## src/rtl/uart_pkg.sv

```systemverilog
// Shared UART definitions: oversample ratio encodings, divisor width defaults
// and the reset-divisor computation used by the baud generator.
package uart_pkg;

  typedef enum logic {
    OS_16X = 1'b0,
    OS_8X  = 1'b1
  } os_sel_e;

  localparam int DIV_INT_W_DEF  = 16;
  localparam int DIV_FRAC_W_DEF = 4;

  // Fixed-point divisor, rounded to nearest, for 16x oversampling.
  function automatic longint unsigned default_div(
    input longint unsigned clk_freq,
    input longint unsigned baud,
    input int unsigned     frac_w
  );
    longint unsigned num;
    longint unsigned den;
    num = clk_freq << frac_w;
    den = 64'd16 * baud;
    return (num + (den >> 1)) / den;
  endfunction

endpackage

```

## src/rtl/baud_frac_accum.sv

```systemverilog
// Fractional phase accumulator: adds the fractional divisor once per
// oversample period and reports the carry that stretches the period by one.
module baud_frac_accum #(
  parameter int W = 4
) (
  input  logic         clk,
  input  logic         reset,
  input  logic         clear,
  input  logic         step,
  input  logic [W-1:0] frac,
  output logic         carry
);

  logic [W-1:0] acc;
  logic [W-1:0] base;
  logic [W:0]   sum;

  // clear takes effect combinationally so the period being timed already
  // sees a zeroed accumulator.
  assign base  = clear ? '0 : acc;
  assign sum   = {1'b0, base} + {1'b0, frac};
  assign carry = sum[W];

  always_ff @(posedge clk or posedge reset) begin
    if (reset) begin
      acc <= '0;
    end else if (step) begin
      acc <= sum[W-1:0];
    end else if (clear) begin
      acc <= '0;
    end
  end

endmodule

```

## src/rtl/baud_gen_frac.sv

```systemverilog
// Fractional baud-rate generator: oversample and bit strobes from an
// integer+fraction divisor, with shadowed divisor updates on bit boundaries.
module baud_gen_frac
  import uart_pkg::*;
#(
  parameter int unsigned CLK_FREQ     = 100_000_000,
  parameter int unsigned DEFAULT_BAUD = 9600,
  parameter int          DIV_INT_W    = DIV_INT_W_DEF,
  parameter int          DIV_FRAC_W   = DIV_FRAC_W_DEF
) (
  input  logic                  clk,
  input  logic                  reset,
  input  logic                  en,
  input  logic [DIV_INT_W-1:0]  div_int,
  input  logic [DIV_FRAC_W-1:0] div_frac,
  input  logic                  os_sel,
  input  logic                  div_load,
  output logic                  os_tick,
  output logic                  baud_tick,
  output logic                  load_pending
);

  localparam longint unsigned DEF_D =
    default_div(64'(CLK_FREQ), 64'(DEFAULT_BAUD), DIV_FRAC_W);
  localparam logic [DIV_INT_W-1:0]  DEF_INT  = DIV_INT_W'(DEF_D >> DIV_FRAC_W);
  localparam logic [DIV_FRAC_W-1:0] DEF_FRAC = DIV_FRAC_W'(DEF_D);

  logic [DIV_INT_W-1:0]  act_int, sh_int, use_int, eff_int;
  logic [DIV_FRAC_W-1:0] act_frac, sh_frac, use_frac;
  os_sel_e               act_os, sh_os, use_os;
  logic [DIV_INT_W:0]    cnt, cnt_base, period, term_cnt;
  logic [3:0]            os_cnt, os_base, os_last;
  logic                  apply, carry, term, os_wrap, acc_clear;

  // The apply edge times the first new period itself, so a divisor change
  // neither stretches nor truncates the bit that follows the boundary.
  assign apply     = load_pending && (baud_tick || !en);
  assign use_int   = apply ? sh_int : act_int;
  assign use_frac  = apply ? sh_frac : act_frac;
  assign use_os    = apply ? sh_os : act_os;
  assign eff_int   = (use_int == '0) ? DIV_INT_W'(1) : use_int;
  assign cnt_base  = apply ? '0 : cnt;
  assign os_base   = apply ? '0 : os_cnt;
  assign os_last   = (use_os == OS_8X) ? 4'd7 : 4'd15;
  assign acc_clear = apply || !en;

  baud_frac_accum #(
    .W(DIV_FRAC_W)
  ) u_accum (
    .clk   (clk),
    .reset (reset),
    .clear (acc_clear),
    .step  (term),
    .frac  (use_frac),
    .carry (carry)
  );

  assign period   = {1'b0, eff_int} + {{DIV_INT_W{1'b0}}, carry};
  assign term_cnt = period - (DIV_INT_W+1)'(1);
  assign term     = en && (cnt_base == term_cnt);
  assign os_wrap  = term && (os_base == os_last);

  always_ff @(posedge clk or posedge reset) begin
    if (reset) begin
      act_int      <= DEF_INT;
      act_frac     <= DEF_FRAC;
      act_os       <= OS_16X;
      sh_int       <= DEF_INT;
      sh_frac      <= DEF_FRAC;
      sh_os        <= OS_16X;
      load_pending <= 1'b0;
      cnt          <= '0;
      os_cnt       <= '0;
      os_tick      <= 1'b0;
      baud_tick    <= 1'b0;
    end else begin
      // A load landing on the apply edge refills the shadow and stays pending.
      if (div_load) begin
        sh_int       <= div_int;
        sh_frac      <= div_frac;
        sh_os        <= os_sel_e'(os_sel);
        load_pending <= 1'b1;
      end else if (apply) begin
        load_pending <= 1'b0;
      end

      if (apply) begin
        act_int  <= sh_int;
        act_frac <= sh_frac;
        act_os   <= sh_os;
      end

      if (!en) begin
        cnt       <= '0;
        os_cnt    <= '0;
        os_tick   <= 1'b0;
        baud_tick <= 1'b0;
      end else if (term) begin
        cnt       <= '0;
        os_cnt    <= os_wrap ? 4'd0 : os_base + 4'd1;
        os_tick   <= 1'b1;
        baud_tick <= os_wrap;
      end else begin
        cnt       <= cnt_base + (DIV_INT_W+1)'(1);
        os_cnt    <= os_base;
        os_tick   <= 1'b0;
        baud_tick <= 1'b0;
      end
    end
  end

endmodule

```

## config.mk

```make
export PLATFORM = sky130hd
export DESIGN_NAME = baud_gen_frac
export DESIGN_NICKNAME = d
export VERILOG_FILES = /design/src/rtl/uart_pkg.sv /design/src/rtl/baud_frac_accum.sv /design/src/rtl/baud_gen_frac.sv
export SDC_FILE = /design/constraint.sdc
export NUM_CORES = 1
export LEC_CHECK = 0
export ABC_AREA = 1
export CAP_MARGIN = 20
export CORE_UTILIZATION = 35
export CTS_BUF_LIST = sky130_fd_sc_hd__clkbuf_8
export CTS_CLUSTER_SIZE = 12
export DETAILED_ROUTE_END_ITERATION = 8
export PLACE_DENSITY_LB_ADDON = 0.2
export SLEW_MARGIN = 0
export SYNTH_ARGS = -nofsm -noshare
export SYNTH_HDL_FRONTEND = slang
export SYNTH_SLANG_ARGS = --single-unit
```

## constraint.sdc

```tcl
create_clock -name clk -period 4.54 [get_ports clk]
set_clock_uncertainty 0.1 [all_clocks]
set_input_delay 0.908 -clock clk [delete_from_list [all_inputs] [get_ports clk]]
set_output_delay 0.908 -clock clk [all_outputs]
set_load 0.01 [all_outputs]
```

==> results_dict.tcl <==
set metrics [dict create \
    run_status "finished, final reports clean" \
    finalPower_mw 1.658 \
    io_buffers 27 \
    hold_depth 2 \
    ys_ff_latch 70 \
    peakVddDrop_mv 0.1679 \
    antenna_found_initial 0 \
    firstDrtPassIters 4 \
    synth_cells 594 \
    place.gp.congestion 0.8727 \
    synth_cell_types 39 \
    switchingPower_uw 510.4 \
    numCtsBuffers 9 \
    drt_iter0_drc 117 \
    ys_warn_count 0 \
    p_comb_frac 0.266 \
    switching_share 0.3078 \
    pwr-share-seq 0.422 \
    reg2regPathDepth 23 \
    yosysTopAreaCellShare 0.3303 \
    overflow 0 \
    maxCapViolations 0 \
    routed_via_density 4.538 \
    grt_pass1_wl_um 18790 \
    crit_path_start_kind "input pin" \
    area.growth.synth_to_final_pct 25.97 \
    ctsLongestPathBuffers 2 \
    final_util 0.4570 \
    path_class "input pin to flip-flop" \
    cts_sinks 70 \
    grt_max_degree 39 \
    p_leak_nw 2.803 \
    slew_viol_final 0 \
    core_um2 12110 \
    synth_top_area_cell "dfrtp_1" \
    worst_slew_margin_rel 0.7166 \
    dpl.hpwl_um 8483 \
    nets 721 \
    intPower_mw 1.148 \
    cp-end-kind "flip-flop" \
    vias 3903 \
    worstPathMaxFanout 12 \
    die_w_um 114.1 \
    die_y_um 114.1 \
    ys_seq_area_frac 0.4021 \
    diodes 0 \
    postRouteAntennaNets 0 \
    num_io_pins 28 \
    hold_viol_final 0 \
    start_util 0.3628 \
    hold_path.class "flip-flop to flip-flop" \
    worstSkewPairLatency_ns 0.36 \
    synthTopCellsByArea "dfrtp_1 33%, nand2_1 16%, dfstp_2 7.2%" \
    arrival_ns 4.42 \
    h-tree-depth 3 \
    grt_pass1_vias 4013 \
    power_per_cell_area_nw_per_um2 299.5 \
    cts_tree "done" \
    drt-total-wl_um 10770 \
    post-route-period-util 0.9333 \
    pwr-share-clk 0.312 \
    period_minus_slack_ns 4.237 \
    syn_area_um2 4394 \
    setup_viol 0 \
    critPathRequiredTime_ns 4.72 \
    drive_above_1_share 0.2370 \
    clkTransAtPathRegs_ns 0.07 \
    drc_errors 0 \
    syn_avg_cell_area_um2 7.398 \
    cts_root_buf "clkbuf_8" \
    fmax_ghz 0.2360 \
    syn_nets 628 \
    rows 40 \
    die_area_um2 13010 \
    n_fill_cell 1260 \
    worst_pin_slew_ns 0.4251 \
    wl_per_cell_um 12.52 \
    grtUsageTotal 0.1867 \
]
cells in the mapped netlist (all sizes together):
library cell and count:
xor2 12, nand3 52, nor4 3, dfstp 12
nand2 205, buf 12, nor2 67, clkbuf 5
o31ai 1, o21ai 35, nor3b 2, nand4 13
or2 1, nor3 3, o21bai 1, a21oi 12
inv 83, ha 8, and3 1, fa 1
dfrtp 58, xnor2 7
cell type report:
type	count	area, um2	area share
Sequential cell	70	1767	0.3192
Clock inverter	5	50.05	0.009042
Timing Repair Buffer	99	839.6	0.1517
Clock buffer	11	151.4	0.02735
Tap cell	168	210.2	0.03797
Inverter	83	311.5	0.05628
Multi-Input combinational cell	424	2206	0.3985
routing by layer:
metal,part of all wire,vias to the layer above,GRT usage
met5,0,-,0
met4,0.027,0,0.07013
met3,0.026,20,0.03388
met1,0.47,1794,0.2315
li1,-,2041,-
met2,0.48,48,0.3232
state kept, by name (all words and copies together) (netlist names):
register and cells:
os_cnt 4, u_accum.acc 4, cnt 17, act_os 1, os_tick 1, load_pending 1
act_int 16, sh_int 16, sh_os 1, baud_tick 1, sh_frac 4, act_frac 4
final timing paths:
check / slack, ns / endpoint / start
worst min-delay path: 0.38 / sh_int[10] / sh_int[10]
max in group asynchronous: 2.97 / act_int[7] / reset
min in group asynchronous: 0.67 / act_frac[3] / reset
worst min register to register: 0.38 / sh_int[10] / sh_int[10]
worst max-delay path: 0.30 / os_cnt[3] / en
worst max register to register: 0.86 / os_cnt[3] / load_pending
critical path, stage by stage:
cell and delay [ns]:
clkdlybuf4s50_1 0.46, buf_4 0.16, nand2_8 0.07, nand2_8 0.07, buf_4 0.19, buf_4 0.18, nand2_1 0.05, o21ai_1 0.13
nor2_2 0.06, nand2_1 0.08, nor2_2 0.06, a21oi_1 0.15, ha_1 0.18, ha_2 0.21, nand3_2 0.13, nor2_2 0.20
nand3_1 0.16, xor2_1 0.20, nand3_1 0.11, nor2_2 0.21, buf_4 0.15, nand4_1 0.07, nand2_1 0.07, nand2_1 0.04
nor2_1 0.11
layout by cell type (no fill, tap or decap), types with 11 or more instances in the layout:
| cell type | n |
|---|---|
| nand4_1 | 12 |
| nand3_1 | 49 |
| inv_1 | 81 |
| dfstp_2 | 12 |
| nor2_2 | 30 |
| nor2_1 | 36 |
| nand2_2 | 12 |
| dfrtp_1 | 58 |
| nand2_1 | 189 |
| buf_4 | 69 |
| o21ai_0 | 25 |
| clkdlybuf4s50_1 | 27 |
| xor2_1 | 12 |
| clkbuf_8 | 11 |
cells by family (layout without fill, tap and decap cells):
kind of cell,after synthesis,after routing,synth area share
flip-flops,70,70,0.4020
AND/OR/NAND/NOR,347,347,0.3650
AO/OA/AOI/OAI,49,49,0.06037
XOR/XNOR,19,19,0.03958
buffers and inverters,100,198,0.1056
adder cells (fa/ha/maj),9,9,0.02734
repair_timing:
item,CTS,global route
buffers inserted,0,0
endpoints found under the setup margin,0,27
hold buffers,0,0
gates resized for setup,0,15
per-stage QoR:
stage | std cells | area, um2 | TNS [ns] | hold WS, ns | setup slack (ns)
after floorplan | 594 | 4395 | 0 | 0.3367 | 0.02942
after global placement | 844 | 5288 | -2.600 | 0.3630 | -0.2013
after global routing | 860 | 5535 | -0.003791 | 0.4273 | -0.003791
after CTS | 860 | 5489 | 0 | 0.3785 | 0.01292
after detailed placement | 844 | 5288 | -5.656 | 0.3614 | -0.3164
final | 860 | 5535 | 0 | 0.3766 | 0.3026
power by group through the flow:
stage	Combinational (mW)	Clock [mW]	Sequential, mW
floorplan	0.268	0	0.705
finish	0.441	0.517	0.700
global placement	0.431	0	0.710
CTS	0.438	0.533	0.700
global route	0.502	0.556	0.706
detailed placement	0.435	0	0.712
Note: power is estimated with default switching activity, not from simulation.
